<file path="src/rtl/alu_seq_core.sv">
// alu_seq_core: sequential ALU execution core.
// Logic, arithmetic and shift ops finish in one cycle; MUL, DIVU and REMU run
// WIDTH-step iterative sequences sharing one set of working registers.
module alu_seq_core #(
    parameter int WIDTH = 32
) (
    input  logic             clk,
    input  logic             rst,
    input  logic             start,
    input  logic [3:0]       op,
    input  logic [WIDTH-1:0] a,
    input  logic [WIDTH-1:0] b,
    output logic [WIDTH-1:0] result,
    output logic [3:0]       flags,
    output logic             valid,
    output logic             busy,
    output logic             err
);

    localparam int CNT_W = $clog2(WIDTH);

    localparam logic [3:0] OP_ADD  = 4'd0;
    localparam logic [3:0] OP_SUB  = 4'd1;
    localparam logic [3:0] OP_AND  = 4'd2;
    localparam logic [3:0] OP_OR   = 4'd3;
    localparam logic [3:0] OP_XOR  = 4'd4;
    localparam logic [3:0] OP_SLL  = 4'd5;
    localparam logic [3:0] OP_SRL  = 4'd6;
    localparam logic [3:0] OP_SRA  = 4'd7;
    localparam logic [3:0] OP_MUL  = 4'd8;
    localparam logic [3:0] OP_DIVU = 4'd9;
    localparam logic [3:0] OP_REMU = 4'd10;

    localparam logic STATE_IDLE = 1'b0;
    localparam logic STATE_ITER = 1'b1;

    localparam logic [CNT_W-1:0] LAST_STEP = CNT_W'(WIDTH - 1);

    logic             state;
    logic [CNT_W-1:0] step_cnt;
    logic [3:0]       op_q;
    // Working registers. MUL: acc_q = partial product, x_q = multiplicand,
    // y_q = multiplier. DIVU/REMU: acc_q = remainder, x_q = dividend shifting
    // out MSB-first while quotient bits shift in, y_q = divisor.
    logic [WIDTH-1:0] acc_q;
    logic [WIDTH-1:0] x_q;
    logic [WIDTH-1:0] y_q;

    logic [WIDTH:0]   add_full;
    logic [WIDTH:0]   sub_full;
    logic [CNT_W-1:0] shamt;
    logic [WIDTH-1:0] sc_result;
    logic             sc_c;
    logic             sc_v;
    logic             sc_err;
    logic             is_iter_op;

    logic [WIDTH-1:0] mul_acc_next;
    logic [WIDTH:0]   div_shift;
    logic [WIDTH:0]   div_diff;
    logic             div_ok;
    logic [WIDTH-1:0] rem_next;
    logic [WIDTH-1:0] quot_next;
    logic [WIDTH-1:0] iter_result;

    assign busy = (state == STATE_ITER);

    // Single-cycle datapath: result and C/V for every op decoded straight from a/b.
    always_comb begin
        // NOTE: every output of a combinational block gets a default up front,
        // so no path through the case can leave a value held (no latch).
        add_full   = {1'b0, a} + {1'b0, b};
        sub_full   = {1'b0, a} - {1'b0, b};
        shamt      = b[CNT_W-1:0];
        sc_result  = '0;
        sc_c       = 1'b0;
        sc_v       = 1'b0;
        sc_err     = 1'b0;
        is_iter_op = 1'b0;
        case (op)
            OP_ADD: begin
                sc_result = add_full[WIDTH-1:0];
                sc_c      = add_full[WIDTH];
                sc_v      = (a[WIDTH-1] == b[WIDTH-1]) && (add_full[WIDTH-1] != a[WIDTH-1]);
            end
            OP_SUB: begin
                sc_result = sub_full[WIDTH-1:0];
                sc_c      = ~sub_full[WIDTH];  // carry means "no borrow", i.e. a >= b
                sc_v      = (a[WIDTH-1] != b[WIDTH-1]) && (sub_full[WIDTH-1] != a[WIDTH-1]);
            end
            OP_AND:  sc_result = a & b;
            OP_OR:   sc_result = a | b;
            OP_XOR:  sc_result = a ^ b;
            OP_SLL:  sc_result = a << shamt;
            OP_SRL:  sc_result = a >> shamt;
            OP_SRA:  sc_result = $unsigned($signed(a) >>> shamt);
            OP_MUL, OP_DIVU, OP_REMU: is_iter_op = 1'b1;
            default: sc_err = 1'b1;  // illegal: zero result, Z flag follows from it
        endcase
    end

    // One iteration step: shift-add multiply and restoring-divide next values.
    always_comb begin
        mul_acc_next = acc_q + (y_q[0] ? x_q : '0);
        div_shift    = {acc_q, x_q[WIDTH-1]};
        div_diff     = div_shift - {1'b0, y_q};
        div_ok       = ~div_diff[WIDTH];
        rem_next     = div_ok ? div_diff[WIDTH-1:0] : div_shift[WIDTH-1:0];
        quot_next    = {x_q[WIDTH-2:0], div_ok};
        case (op_q)
            OP_MUL:  iter_result = mul_acc_next;
            OP_DIVU: iter_result = quot_next;
            default: iter_result = rem_next;
        endcase
    end

    // Control FSM, iteration registers and registered outputs.
    always_ff @(posedge clk or posedge rst) begin
        if (rst) begin
            // NOTE: the working registers are reset too; they are plain flops,
            // not a memory array, so clearing them costs nothing and keeps
            // every state bit known after reset.
            state    <= STATE_IDLE;
            step_cnt <= '0;
            op_q     <= '0;
            acc_q    <= '0;
            x_q      <= '0;
            y_q      <= '0;
            result   <= '0;
            flags    <= '0;
            valid    <= 1'b0;
            err      <= 1'b0;
        end else begin
            // NOTE: non-blocking assignments throughout, so every register
            // samples the values from before this edge regardless of order.
            valid <= 1'b0;
            err   <= 1'b0;
            case (state)
                STATE_IDLE: begin
                    if (start) begin
                        if (is_iter_op) begin
                            op_q     <= op;
                            step_cnt <= '0;
                            acc_q    <= '0;
                            x_q      <= a;
                            y_q      <= b;
                            state    <= STATE_ITER;
                        end else begin
                            result <= sc_result;
                            flags  <= {sc_result[WIDTH-1], (sc_result == '0), sc_c, sc_v};
                            valid  <= 1'b1;
                            err    <= sc_err;
                        end
                    end
                end
                default: begin
                    step_cnt <= step_cnt + 1'b1;
                    if (op_q == OP_MUL) begin
                        acc_q <= mul_acc_next;
                        x_q   <= x_q << 1;
                        y_q   <= y_q >> 1;
                    end else begin
                        acc_q <= rem_next;
                        x_q   <= quot_next;
                    end
                    if (step_cnt == LAST_STEP) begin
                        result <= iter_result;
                        flags  <= {iter_result[WIDTH-1], (iter_result == '0), 2'b00};
                        valid  <= 1'b1;
                        state  <= STATE_IDLE;
                    end
                end
            endcase
        end
    end

endmodule

</file>
<file path="config.mk">
export PLATFORM = sky130hd
export DESIGN_NAME = alu_seq_core
export DESIGN_NICKNAME = d
export VERILOG_FILES = /design/src/rtl/alu_seq_core.sv
export SDC_FILE = /design/constraint.sdc
export NUM_CORES = 1
export LEC_CHECK = 0
export BUFFER_PORTS_ARGS = -buffer_cell sky130_fd_sc_hd__clkbuf_2
export CAP_MARGIN = 40
export CORE_MARGIN = 5
export CORE_UTILIZATION = 40
export CTS_CLUSTER_SIZE = 16
export DETAILED_ROUTE_END_ITERATION = 10
export PLACE_DENSITY = 0.7
export SYNTH_ARGS = -nofsm -noshare
export SYNTH_HDL_FRONTEND = slang
export SYNTH_SLANG_ARGS = --single-unit
</file>
<file path="constraint.sdc">
create_clock -name clk -period 4.23 [get_ports clk]
set_clock_uncertainty 0.15 [all_clocks]
set_input_delay 0.2115 -clock clk [delete_from_list [all_inputs] [get_ports clk]]
set_output_delay 0.2115 -clock clk [all_outputs]
set_load 0.05 [all_outputs]
</file>
# [Word level (Yosys, flattened, before mapping)]
# Cells that the tools add are included.
[totals] romBits=0 input_bits=71 wordCells=99 out_inout_bits=39 ramBits=0 latchBits=0 mem_count=0 regBits=144
[op_classes] mul=0 order_cmp=0 n_reduce_logical=13 muxes=42 bitwise=6 n_eq_ne=20 div_mod_pow=0 addsub=5 n_shift=3
[ops] cell="$mux 32" n=17
[ops] cell="$pmux 32 s8" n=1
[ops] cell="$logic_not 32->1" n=2
[ops] cell="$pmux 32 s2" n=1
[ops] cell="$add 32x32->33" n=1
[ops] cell="$sub 32x32->33" n=1
[ops] cell="$sub 33x32->33" n=1
[ops] cell="$add 32x32->32" n=1
[ops] cell="$and 32x32->32" n=1
[ops] cell="$or 32x32->32" n=1
[ops] cell="$shl 32x5->32" n=1
[ops] cell="$shr 32x5->32" n=1
[ops] cell="$sshr 32x5->32" n=1
[ops] cell="$xor 32x32->32" n=1
[ops] cell="$eq 4x4->1 const B" n=5
[ops] cell="$eq 4x3->1 const B" n=4
[ops] cell="$mux 4" n=4
[ops] cell="$mux 5" n=3
[ops] cell="$mux 1" n=14
[ops] cell="$reduce_or 11->1" n=1
[ops] cell="$reduce_and 3->1" n=3
[ops] cell="$eq 4x2->1 const B" n=2
[ops] cell="$add 5x1->5 const B" n=1
[ops] cell="$eq 5x5->1 const B" n=1
[ops] cell="other kinds (12)" n=20

# [Depth between registers and ports, before layout]
[depth] depth_word=7 ltp_mapped=19 mapped_depth_nobuf=16

# [Worst setup path after synthesis]
# Ideal clock, no wire load.
[synth_path] kind="input port to flip-flop" startpoint="in b[2]" endpoint="reg flags[2]" required_time_ns=3.976 path_buffers=4 stages=18 arrival_ns=4.187 setup_ns=0.104 path_slack_ns=-0.211 cell_sequence="buf_2 buf_2 inv_1 buf_2 buf_1 ha_1 nand2b_1 a2111o_1 a311oi_2 a211oi_2 o41a_1 and2_1 o31a_1 a221oi_1 o2111ai_1 nor4_1 a32oi_1 o41ai_2"
[synth_between] elab_chain_len=6 elab_cells_between_ends=13 classes_between="add/sub: 2; shift: 3; mux: 4; bitwise: 3; reduce/logical: 1"
[synth_lines] element="start, declared" line_no="12" text="input logic [WIDTH-1:0] b,"
[synth_lines] element="$sub 32x32->33 (tied with other cells)" line_no="73" text="sub_full = {1'b0, a} - {1'b0, b};"
[synth_lines] element="$pmux 32 s8 (*)" line_no="80" text="case (op)"
[synth_lines] element="$logic_not 32->1 (*)" line_no="150" text="flags <= {sc_result[WIDTH-1], (sc_result == '0), sc_c, sc_v};"
[synth_lines] element="$mux 4 (*)" line_no="141" text="if (is_iter_op) begin"
[synth_lines] element="$mux 4 (*)" line_no="140" text="if (start) begin"
[synth_lines] element="$mux 4 (*)" line_no="138" text="case (state)"
[synth_lines] element="end signal, assigned" line_no="150"
[synth_lines] element="end signal, assigned" line_no="168" text="flags <= {iter_result[WIDTH-1], (iter_result == '0), 2'b00};"
[synth_lines] element="end, declared" line_no="14" text="output logic [3:0] flags,"
# Every way passes the cells marked *; elsewhere a longest branch is shown, timed or not. The select of a mux whose other input is x is not followed.
# A chain may end at the register's enable or synchronous reset.

# [Worst setup path in the final report]
[layout_path] startpoint="reg x_q[31]" endpoint="reg flags[2]"
[layout_between] elab_chain_len=6 elab_cells_between_ends=9 classes_between="add/sub: 2; mux: 5; bitwise: 1; reduce/logical: 1"
[layout_lines] element="start, declared" line_no="46" text="logic [WIDTH-1:0] x_q;"
[layout_lines] element="start signal, assigned" line_no="160" text="x_q <= x_q << 1;"
[layout_lines] element="start signal, assigned" line_no="164" text="x_q <= quot_next;"
[layout_lines] element="$sub 33x32->33 or $mux 32 (tied branches)" line_no="106, 104"
[layout_lines] element="$mux 32 (tied with other cells)" line_no="108" text="rem_next = div_ok ? div_diff[WIDTH-1:0] : div_shift[WIDTH-1:0];"
[layout_lines] element="$pmux 32 s2 (*)" line_no="110" text="case (op_q)"
[layout_lines] element="$logic_not 32->1 (*)" line_no="168"
[layout_lines] element="$mux 4 (*)" line_no="166" text="if (step_cnt == LAST_STEP) begin"
[layout_lines] element="$mux 4 (*)" line_no="138"
# Marked as above.

==> metrics.csv <==
metric,value,unit
drt-total-wl,99500,um
critPathLaunchType,flop,
rsz0062_at_grt,yes,
peakVddDrop,444,uV
slew_violations,0,
synth_nets,3064,
cts.clk_slew.worst_paths,0.06,ns
synthArstFlopShare,1.00,
tightest_slew,0.870,ns
synth_ff_type,dfrtp_1,
finalHoldViolations,0,
grt.total_usage,0.334,
initial_utilization,0.403,
required,4.43,ns
drc_errors,0,
finalSetupViolCount,1,
cts_max_path_buffers,2,
cts_root_buf,clkbuf_16,
max_freq,232,MHz
cts_made_buffers,17,
p_int,0.00845,W
grt_pass1_wl,148000,um
ys_ff_latch,143,
failed_checks,negative setup slack,
first_pass_iters,8,
io_pins,110,
p_seq_frac,0.151,
clock_latency,0.46,ns
diodes,0,
htree_levels,4,
finalCriticalPeriod,4.30,ns
r2r_slack,-0.07,ns
p_clk_frac,0.089,
area_delta_synth_final,22.7,%
worstSetupEndpointType,flop,
die_y,240,um
netlist_instances,2817,
synth_edf_count,0,
max_cap_violations,0,
yosysUniqueCellTypes,101,
slew-limit-headroom,0.415,
design_power_total,0.0176,W
drive_gt1_frac,0.232,
hold-worst-slack,0.0220,ns
path_class,flop to flop,
hold_path_class,input pin to flop,
p_per_area,678,nW/um^2
yosysWarnings,0,
crit_path_max_fanout,17,
multi_input_area,16300,um^2
finalCritPeriodShare,1.02,
grt_max_degree,89,
gp_congestion,1.08,
seqCellArea,3580,um^2
dpl.hpwl,79200,um
netlist_area,21200,um^2
std_cell_rows,84,
ys_seq_area_frac,0.169,
crit_arrival,4.51,ns
via_per_inst,6.45,
final.setup.tns,-0.0747,ns
p_sw,0.00915,W
first_global_vias,23600,
fin_ws,-0.0747,ns
synth.avg_cell_area,7.51,um^2
p_comb_frac,0.760,
portBuffers,109,
clock-sinks,143,
switching_share,0.520,
drt_iter0_markers,3594,
final_nets,3429,
gr-total-overflow,0,
final_antenna_net_count,0,
routedWlPerCell,25.6,um
die_area,57600,um^2
antenna_found_initial,0,
cts_tree,built,
core-area,52400,um^2
dr_total_vias,25000,
fp.dieW,240,um
status,"finished, violations left",
leakagePower,12.1,nW
fillerInstances,5154,
sequential cells by signal, summed over array words and instances, names as in the netlist:
| signal | flops |
|---|---|
| acc_q | 32 |
| result | 32 |
| x_q | 32 |
| y_q | 32 |
| step_cnt | 5 |
| op_q | 4 |
| flags | 3 |
| busy | 1 |
| err | 1 |
| valid | 1 |
power groups by stage:
stage	clock [W]	combinational (W)	sequential, W
6_report	0.00156	0.0134	0.00266
5_1_grt	0.00164	0.0144	0.00271
4_1_cts	0.00157	0.0129	0.00263
3_5_place_dp	0	0.0128	0.00265
3_3_place_gp	0	0.0127	0.00264
2_1_floorplan	0	0.00761	0.00289
placed cells by master, fill, tap and decap left out, types with 15 or more instances in the layout:
cell	n
nand3_1	73
ha_1	171
inv_1	153
and2_1	53
mux2_2	26
o221ai_1	21
a221oi_1	17
nand4_1	20
a211oi_1	38
o21ai_0	195
mux2i_1	86
o21bai_1	15
xor2_1	21
a21o_1	54
xnor2_1	48
o21a_1	15
mux4_2	51
a211o_1	17
nor2b_1	16
o22ai_1	20
a31o_2	15
clkbuf_2	106
dfrtp_1	142
nand2_1	314
o211ai_1	62
clkbuf_16	17
buf_4	432
nor2_1	254
o31ai_1	19
a31oi_1	29
a221o_1	20
and3_1	19
nand2b_1	25
nor4_1	23
a21oi_1	249
a22oi_1	25
nor3_1	39
metrics by stage:
stage	instances	setup WS, ns	utilization	area [um^2]
final	3883	-0.0747	0.495	25900
after detailed placement	3846	-0.172	0.481	25200
after global placement	3844	-0.0715	0.479	25100
after CTS	3883	0.00711	0.493	25900
after global routing	3883	-0.273	0.495	25900
after floorplan	2817	0.0306	-	21200
final timing paths:
path | cells after the start | startpoint | endpoint
setup / recovery | 17 | x_q[31] | flags[2]
hold / removal | 4 | start | step_cnt[0]
setup reg to reg | 17 | x_q[31] | flags[2]
hold reg to reg | 2 | flags[1] | flags[1]
max in group asynchronous | 4 | rst | y_q[20]
min in group asynchronous | 3 | rst | busy
cells in the mapped netlist, drive strengths merged (40+ instances only):
cell	count	area share
inv	156	0.028
buf	64	0.017
nand3	73	0.017
a21oi	253	0.060
nor3	40	0.0097
o211ai	64	0.023
nand2	316	0.056
a211oi	42	0.016
ha	172	0.10
a21o	55	0.020
mux4	51	0.054
mux2i	89	0.042
dfrtp	143	0.17
and2	54	0.016
xnor2	48	0.020
nor2	256	0.045
clkbuf	144	0.026
o21ai	205	0.049
cells by family after synthesis:
kind of cell / after synthesis / share of synthesized area
compound gates: 978 / 0.310
simple gates: 914 / 0.203
buf+inv: 366 / 0.0705
fa+ha+maj: 176 / 0.106
mux: 170 / 0.113
flops: 143 / 0.169
xor+xnor: 70 / 0.0290
repair_timing:
item | CTS | global route
endpoints found under the setup margin | 1 | 4
endpoints found under the hold margin | 146 | 0
resized for setup | 11 | 20
buffers inserted | 1 | 0
pin swaps | 3 | 6
hold buffers | 4 | 0
per-layer routing:
| layer | share of wire | GRT usage |
|---|---|---|
| met4 | 0.072 | 0.189 |
| met3 | 0.10 | 0.0583 |
| met5 | 0 | 0 |
| met1 | 0.41 | 0.454 |
| met2 | 0.42 | 0.502 |
critical path, stage by stage (launching register included):
cell,delay [ns]
dfrtp_1,0.35
inv_1,0.06
ha_1,0.21
inv_1,0.07
fa_2,0.23
a211oi_2,0.10
o211ai_2,0.25
a21oi_2,0.14
or4b_4,0.56
and4_4,0.20
nor3_4,0.15
buf_12,0.20
buf_4,0.18
mux2i_1,0.30
a32oi_2,0.25
a2111oi_4,0.35
nand4_1,0.21
o41ai_2,0.22
final cells by class:
class / count / area share
Timing Repair Buffer: 554 / 0.156
Clock buffer: 18 / 0.0165
Sequential cell: 143 / 0.138
Inverter: 158 / 0.0231
Tap cell: 688 / 0.0332
Clock inverter: 14 / 0.00608
Multi-Input combinational cell: 2308 / 0.627
No activity file was read; power rests on OpenSTA's default activity.
